**config.mk**
```make
export PLATFORM = sky130hd
export DESIGN_NAME = net_resolve_pipe
export DESIGN_NICKNAME = d
export VERILOG_FILES = /design/src/rtl/net_resolve_pkg.sv /design/src/rtl/net_resolve_fifo.sv /design/src/rtl/net_resolve_pipe.sv
export SDC_FILE = /design/constraint.sdc
export NUM_CORES = 1
export LEC_CHECK = 0
export BUFFER_PORTS_ARGS = -buffer_cell sky130_fd_sc_hd__buf_2
export CORE_ASPECT_RATIO = 1.5
export CORE_MARGIN = 2
export CORE_UTILIZATION = 40
export CTS_BUF_LIST = sky130_fd_sc_hd__clkbuf_2
export CTS_CLUSTER_SIZE = 20
export DETAILED_ROUTE_END_ITERATION = 10
export GPL_TIMING_DRIVEN = 0
export PLACE_DENSITY = 0.73
export SETUP_SLACK_MARGIN = 0.15
export SYNTH_ARGS = -nofsm -noshare
export SYNTH_HDL_FRONTEND = slang
export SYNTH_SLANG_ARGS = --single-unit
```
**constraint.sdc**
```tcl
create_clock -name clk -period 2.8 [get_ports clk]
set_clock_uncertainty 0.2 [all_clocks]
set_input_delay 0.14 -clock clk [delete_from_list [all_inputs] [get_ports clk]]
set_output_delay 0.14 -clock clk [all_outputs]
set_load 0.1 [all_outputs]
```
**src/rtl/net_resolve_pkg.sv**
```systemverilog
// Shared types, defaults and the per-bit wire resolution rule for net_resolve_pipe.
// NET_RESOLVE_XPROP_EN selects full 4-state resolution; otherwise a 2-state model is built.
package net_resolve_pkg;

  localparam int unsigned DefWidth = 8;
  localparam int unsigned DefNdrv  = 4;
  localparam int unsigned DefDepth = 2;
  localparam int unsigned DefCntW  = 8;

  typedef enum logic [1:0] {
    ModeTri  = 2'b00,
    ModeWand = 2'b01,
    ModeWor  = 2'b10,
    ModeTri1 = 2'b11
  } mode_e;

  typedef enum logic [0:0] {
    StRun  = 1'b0,
    StHalt = 1'b1
  } state_e;

  // has0/has1/hasx summarise the enabled, non-z contributions seen on one bit.
  function automatic logic resolve_bit(mode_e m, logic has0, logic has1, logic hasx);
    logic r;
    logic none;
    none = !(has0 || has1 || hasx);
`ifdef NET_RESOLVE_XPROP_EN
    unique case (m)
      ModeTri, ModeTri1: begin
        if (none)                       r = (m == ModeTri1) ? 1'b1 : 1'bz;
        else if (hasx || (has0 && has1)) r = 1'bx;
        else                            r = has1;
      end
      ModeWand: begin
        if (none)      r = 1'bz;
        else if (has0) r = 1'b0;
        else if (hasx) r = 1'bx;
        else           r = 1'b1;
      end
      default: begin
        if (none)      r = 1'bz;
        else if (has1) r = 1'b1;
        else if (hasx) r = 1'bx;
        else           r = 1'b0;
      end
    endcase
`else
    unique case (m)
      ModeTri:  r = !none && has1 && !has0;
      ModeTri1: r = none || (has1 && !has0);
      ModeWand: r = !none && !has0;
      default:  r = !none && has1;
    endcase
`endif
    return r;
  endfunction

endpackage

```
**src/rtl/net_resolve_fifo.sv**
```systemverilog
// Valid/ready FIFO holding resolved words; head is read combinationally from storage.
// No bypass: a push into a full FIFO is refused even if a pop happens that cycle.
module net_resolve_fifo #(
  parameter int unsigned WIDTH = 17,
  parameter int unsigned DEPTH = 2
) (
  input  logic             clk,
  input  logic             rst,
  input  logic             push,
  input  logic [WIDTH-1:0] push_data,
  input  logic             pop,
  output logic             full,
  output logic             empty,
  output logic [WIDTH-1:0] head
);

  localparam int unsigned PtrW = (DEPTH > 1) ? $clog2(DEPTH) : 1;
  localparam logic [PtrW:0] FullCnt = (PtrW + 1)'(DEPTH);

  logic [DEPTH-1:0][WIDTH-1:0] mem_q;
  logic [PtrW-1:0]             wr_ptr_q, rd_ptr_q;
  logic [PtrW:0]               count_q;
  logic                        do_push, do_pop;

  assign full    = (count_q == FullCnt);
  assign empty   = (count_q == '0);
  assign do_push = push && !full;
  assign do_pop  = pop && !empty;
  assign head    = mem_q[rd_ptr_q];

  always_ff @(posedge clk or posedge rst) begin
    if (rst) begin
      mem_q    <= '0;
      wr_ptr_q <= '0;
      rd_ptr_q <= '0;
      count_q  <= '0;
    end else begin
      if (do_push) begin
        mem_q[wr_ptr_q] <= push_data;
        wr_ptr_q        <= wr_ptr_q + PtrW'(1);
      end
      if (do_pop) begin
        rd_ptr_q <= rd_ptr_q + PtrW'(1);
      end
      unique case ({do_push, do_pop})
        2'b10:   count_q <= count_q + (PtrW + 1)'(1);
        2'b01:   count_q <= count_q - (PtrW + 1)'(1);
        default: count_q <= count_q;
      endcase
    end
  end

endmodule

```
**src/rtl/net_resolve_pipe.sv**
```systemverilog
// Resolves NDRV tri-state driver words with tri/wand/wor/tri1 semantics into a valid/ready FIFO,
// counting contention and optionally halting intake. NET_RESOLVE_XPROP_EN enables 4-state rules.
module net_resolve_pipe
  import net_resolve_pkg::*;
#(
  parameter int unsigned WIDTH = DefWidth,
  parameter int unsigned NDRV  = DefNdrv,
  parameter int unsigned DEPTH = DefDepth,
  parameter int unsigned CNT_W = DefCntW
) (
  input  logic                       clk,
  input  logic                       rst,
  input  logic                       in_valid,
  output logic                       in_ready,
  input  logic [NDRV-1:0]            drv_en,
  input  logic [NDRV-1:0][WIDTH-1:0] drv_data,
  input  logic [1:0]                 mode,
  input  logic                       halt_en,
  input  logic                       clr_halt,
  input  logic                       cnt_clr,
  output logic                       out_valid,
  input  logic                       out_ready,
  output logic [WIDTH-1:0]           out_data,
  output logic [WIDTH-1:0]           out_xmask,
  output logic                       out_conf,
  output logic [CNT_W-1:0]           conflict_cnt,
  output logic                       halted
);

  localparam int unsigned EntW = 2 * WIDTH + 1;

  mode_e              mode_m;
  state_e             state_q;
  logic [CNT_W-1:0]   cnt_q;
  logic [WIDTH-1:0]   res_data, res_xmask;
  logic               res_conf;
  logic               h0, h1, hx;
  logic               fifo_full, fifo_empty, accept, conf_acc;
  logic [EntW-1:0]    fifo_head;

  assign mode_m = mode_e'(mode);

  always_comb begin
    res_data  = '0;
    res_xmask = '0;
    res_conf  = 1'b0;
    h0 = 1'b0;
    h1 = 1'b0;
    hx = 1'b0;
    for (int b = 0; b < WIDTH; b++) begin
      h0 = 1'b0;
      h1 = 1'b0;
      hx = 1'b0;
      for (int i = 0; i < NDRV; i++) begin
        if (drv_en[i]) begin
`ifdef NET_RESOLVE_XPROP_EN
          if (drv_data[i][b] === 1'b0)      h0 = 1'b1;
          else if (drv_data[i][b] === 1'b1) h1 = 1'b1;
          else if (drv_data[i][b] === 1'bx) hx = 1'b1;
`else
          // x/z read as 0 in the 2-state model.
          if (drv_data[i][b] === 1'b1) h1 = 1'b1;
          else                         h0 = 1'b1;
`endif
        end
      end
      res_data[b] = resolve_bit(mode_m, h0, h1, hx);
`ifdef NET_RESOLVE_XPROP_EN
      res_xmask[b] = (res_data[b] === 1'bx);
`endif
      if ((mode_m == ModeTri || mode_m == ModeTri1) && h0 && h1) res_conf = 1'b1;
    end
  end

  assign in_ready = !fifo_full && (state_q == StRun) && !rst;
  assign accept   = in_valid && in_ready;
  assign conf_acc = accept && res_conf;

  always_ff @(posedge clk or posedge rst) begin
    if (rst) begin
      state_q <= StRun;
    end else begin
      unique case (state_q)
        StRun:   if (conf_acc && halt_en) state_q <= StHalt;
        StHalt:  if (clr_halt) state_q <= StRun;
        default: state_q <= StRun;
      endcase
    end
  end

  always_ff @(posedge clk or posedge rst) begin
    if (rst) begin
      cnt_q <= '0;
    end else if (cnt_clr) begin
      cnt_q <= conf_acc ? CNT_W'(1) : '0;
    end else if (conf_acc && (cnt_q != '1)) begin
      cnt_q <= cnt_q + CNT_W'(1);
    end
  end

  net_resolve_fifo #(
    .WIDTH (EntW),
    .DEPTH (DEPTH)
  ) u_fifo (
    .clk       (clk),
    .rst       (rst),
    .push      (accept),
    .push_data ({res_data, res_xmask, res_conf}),
    .pop       (out_valid && out_ready),
    .full      (fifo_full),
    .empty     (fifo_empty),
    .head      (fifo_head)
  );

  assign out_valid                        = !fifo_empty;
  assign {out_data, out_xmask, out_conf}  = fifo_head;
  assign conflict_cnt                     = cnt_q;
  assign halted                           = (state_q == StHalt);

endmodule
```
==> flow_metrics.tcl <==
set metrics [dict create \
    status "finished, final reports clean" \
    crit_start "drv_en[3]" \
    clk_latency_ns 0.36 \
    grt_pass1_vias 2336 \
    drive_gt1_frac 0.3665 \
    syn_to_final_growth_pct 24.28 \
    leakage_nw 1.473 \
    first_iter_violations 138 \
    min-delay-start "drv_data[12]" \
    ys_ff_latch 31 \
    yosysWarnings 0 \
    synthCells 268 \
    maxCapViolCount 0 \
    path_class "in -> reg" \
    wl_per_cell_um 14.50 \
    mostFrequentLayoutCell "buf_2" \
    grt_pass1_wl_mm 10.42 \
    slew_violations 0 \
    routed_wl_mm 6.178 \
    crit_path_end_kind "flip-flop" \
    max_slew_margin 0.6091 \
    reg2reg_from "u_fifo.count_q[0]$_DFFE_PP0P_" \
    firstDrtPassIters 5 \
    multi_input_area_sq_mm 0.001553 \
    htree_num_levels 2 \
    clockRootBuffer "clkbuf_2" \
    core-area_sq_mm 0.006087 \
    dpl_cell_area_sq_mm 0.002960 \
    critPathArrivalTime_ns 2.56 \
    worst_hold_slack_ns 0.09256 \
    mostFrequentLayoutCells "buf_2 (64), dfrtp_1 (30), mux2_2 (25)" \
    yosysTopAreaCell "dfrtp_1" \
    ant_nets 0 \
    antenna_cells 0 \
    synth_area_sq_mm 0.002479 \
    postCtsHoldBufs 5 \
    yosysSeqAreaShare 0.3130 \
    seqCellArea_sq_um 779.5 \
    place_congestion 0.9114 \
    synth_top_area_frac 0.3130 \
    finalHoldViolCount 0 \
    die_w_um 68.28 \
    clk_path_buf_depth 2 \
    cp.required_ns 2.86 \
    cts_made_buffers 5 \
    vias 2364 \
    ctsResizeCount 0 \
    dp_hpwl_mm 5.016 \
    netlist_top_cells_area "dfrtp_1 (31%), mux2_2 (11%), a222oi_1 (5.2%)" \
    critPathMaxFanout 10 \
    cts.sinks 31 \
    p_total_mw 2.526 \
    n_fill_cell 573 \
    fin_crit_sh 0.8931 \
    power_density_mw_per_mm2 819.8 \
    async_flop_share 1.000 \
    cp-start-kind "primary input" \
    final_area_sq_mm 0.003080 \
    synth_cell_types 58 \
    worstMarginPinSlew_ns 0.5863 \
    layout.nets 402 \
    port_buffers 63 \
    synth_edf_count 0 \
    ys.flop_type "dfrtp_1" \
    track_usage 0.1959 \
    viasPerCell 5.549 \
    ir_worst_vdd_uv 480.5 \
    post-cts-setup-buffers 0 \
    antenna_found_initial 0 \
    start_util 0.4072 \
    syn-mean-instance-area_sq_um 9.249 \
    setup-violations-final 0 \
    grt_setup_unrepaired "no" \
    die_h_um 100.4 \
    dieArea_sq_mm 0.006855 \
    fin_cells 426 \
    hold_path_class "in -> reg" \
    clkTransAtPathRegs_ns 0.17 \
    remaining_drc_errors 0 \
    tritoncts "yes" \
    grt_start_max_net_pins 32 \
    max_freq_mhz 399.9 \
    grt_overflow 0 \
    dpl.cell_count 412 \
    io-pin-count 73 \
    fin_crit_ns 2.501 \
    rows 35 \
]
## critical path, cell delays in order
cell and delay [ns]:
buf_2 0.13, buf_4 0.17, a222oi_1 0.47, o221ai_1 0.20
or4_4 0.55, nor4_4 0.33, buf_6 0.20, nor4_2 0.06
mux2_4 0.29
## power breakdown
group | switching [mW] | internal, mW | leakage, nW
Combinational | 1.17 | 0.436 | 1.04
Sequential | 0.0898 | 0.607 | 0.399
Clock | 0.156 | 0.0638 | 0.0290
Total | 1.42 | 1.11 | 1.47
## cell usage after synthesis (3+ instances only)
cell type / instances
dfrtp_1: 31
ha_1: 6
nand2b_1: 20
o22ai_1: 5
buf_4: 10
inv_1: 11
a31oi_1: 14
buf_6: 3
a21boi_0: 4
and3_1: 6
nand3_1: 5
mux2_2: 25
mux2_4: 3
o21ai_1: 3
or2b_1: 11
nor2_1: 10
a222oi_1: 13
nand2_1: 21
nor2b_1: 4
a21oi_1: 6
clkbuf_1: 10
## worst paths after layout
| kind | end | slack [ns] | depth (start not counted) |
|---|---|---|---|
| hold reg to reg | u_fifo.mem_q[0]$_DFFE_PP0P_ | 0.32 | 2 |
| setup reg to reg | conflict_cnt[6]$_DFFE_PP0P_ | 0.50 | 8 |
| hold / removal | u_fifo.mem_q[13]$_DFFE_PP0P_ | 0.09 | 4 |
| min in group asynchronous | u_fifo.rd_ptr_q$_DFFE_PP0P_ | 0.15 | 3 |
| setup / recovery | conflict_cnt[4]$_DFFE_PP0P_ | 0.30 | 9 |
| max in group asynchronous | u_fifo.mem_q[30]$_DFFE_PP0P_ | 1.80 | 4 |
## routing by layer
metal	wire, um	up-vias	global-route usage
met5	0	-	0
met2	3267	96	0.3443
met1	2341	1113	0.2106
li1	-	1133	-
met3	323	22	0.03475
met4	245	0	0.1154
## registers in the layout (all words and copies together) (netlist names)
name and cells:
u_fifo.mem_q 18, u_fifo.count_q 2, conflict_cnt 8, u_fifo.wr_ptr_q 1, halted 1, u_fifo.rd_ptr_q 1
## cells by family after synthesis
group,synth area share
AOI/OAI and AO/OA,0.1878
xor gates and xnor gates,0.01414
adders and majority gates,0.03029
buffers and inverters,0.08076
DFF,0.3130
muxes,0.1403
other,0.001513
and+or+nand+nor,0.2322
## layout make-up
type | instances | share of cell area
plain buffers | 25 | 0.05686
clock inverters | 2 | 0.004062
repair buffers | 69 | 0.1275
clock buffers | 6 | 0.009748
inverters | 12 | 0.01462
multi-input cells | 207 | 0.5041
flip-flops and latches | 31 | 0.2530
well taps | 74 | 0.03006
## per-stage QoR
step / setup WS (ns) / TNS (ns) / utilization
2_1_floorplan: -0.3106 / -0.8423 / -
3_3_place_gp: -0.07175 / -0.1895 / 0.4863
3_5_place_dp: -0.09556 / -0.3223 / 0.4863
4_1_cts: 0.3185 / 0 / 0.5015
5_1_grt: 0.2598 / 0 / 0.5061
6_report: 0.2992 / 0 / 0.5061
No activity file was read; power rests on OpenSTA's default activity.
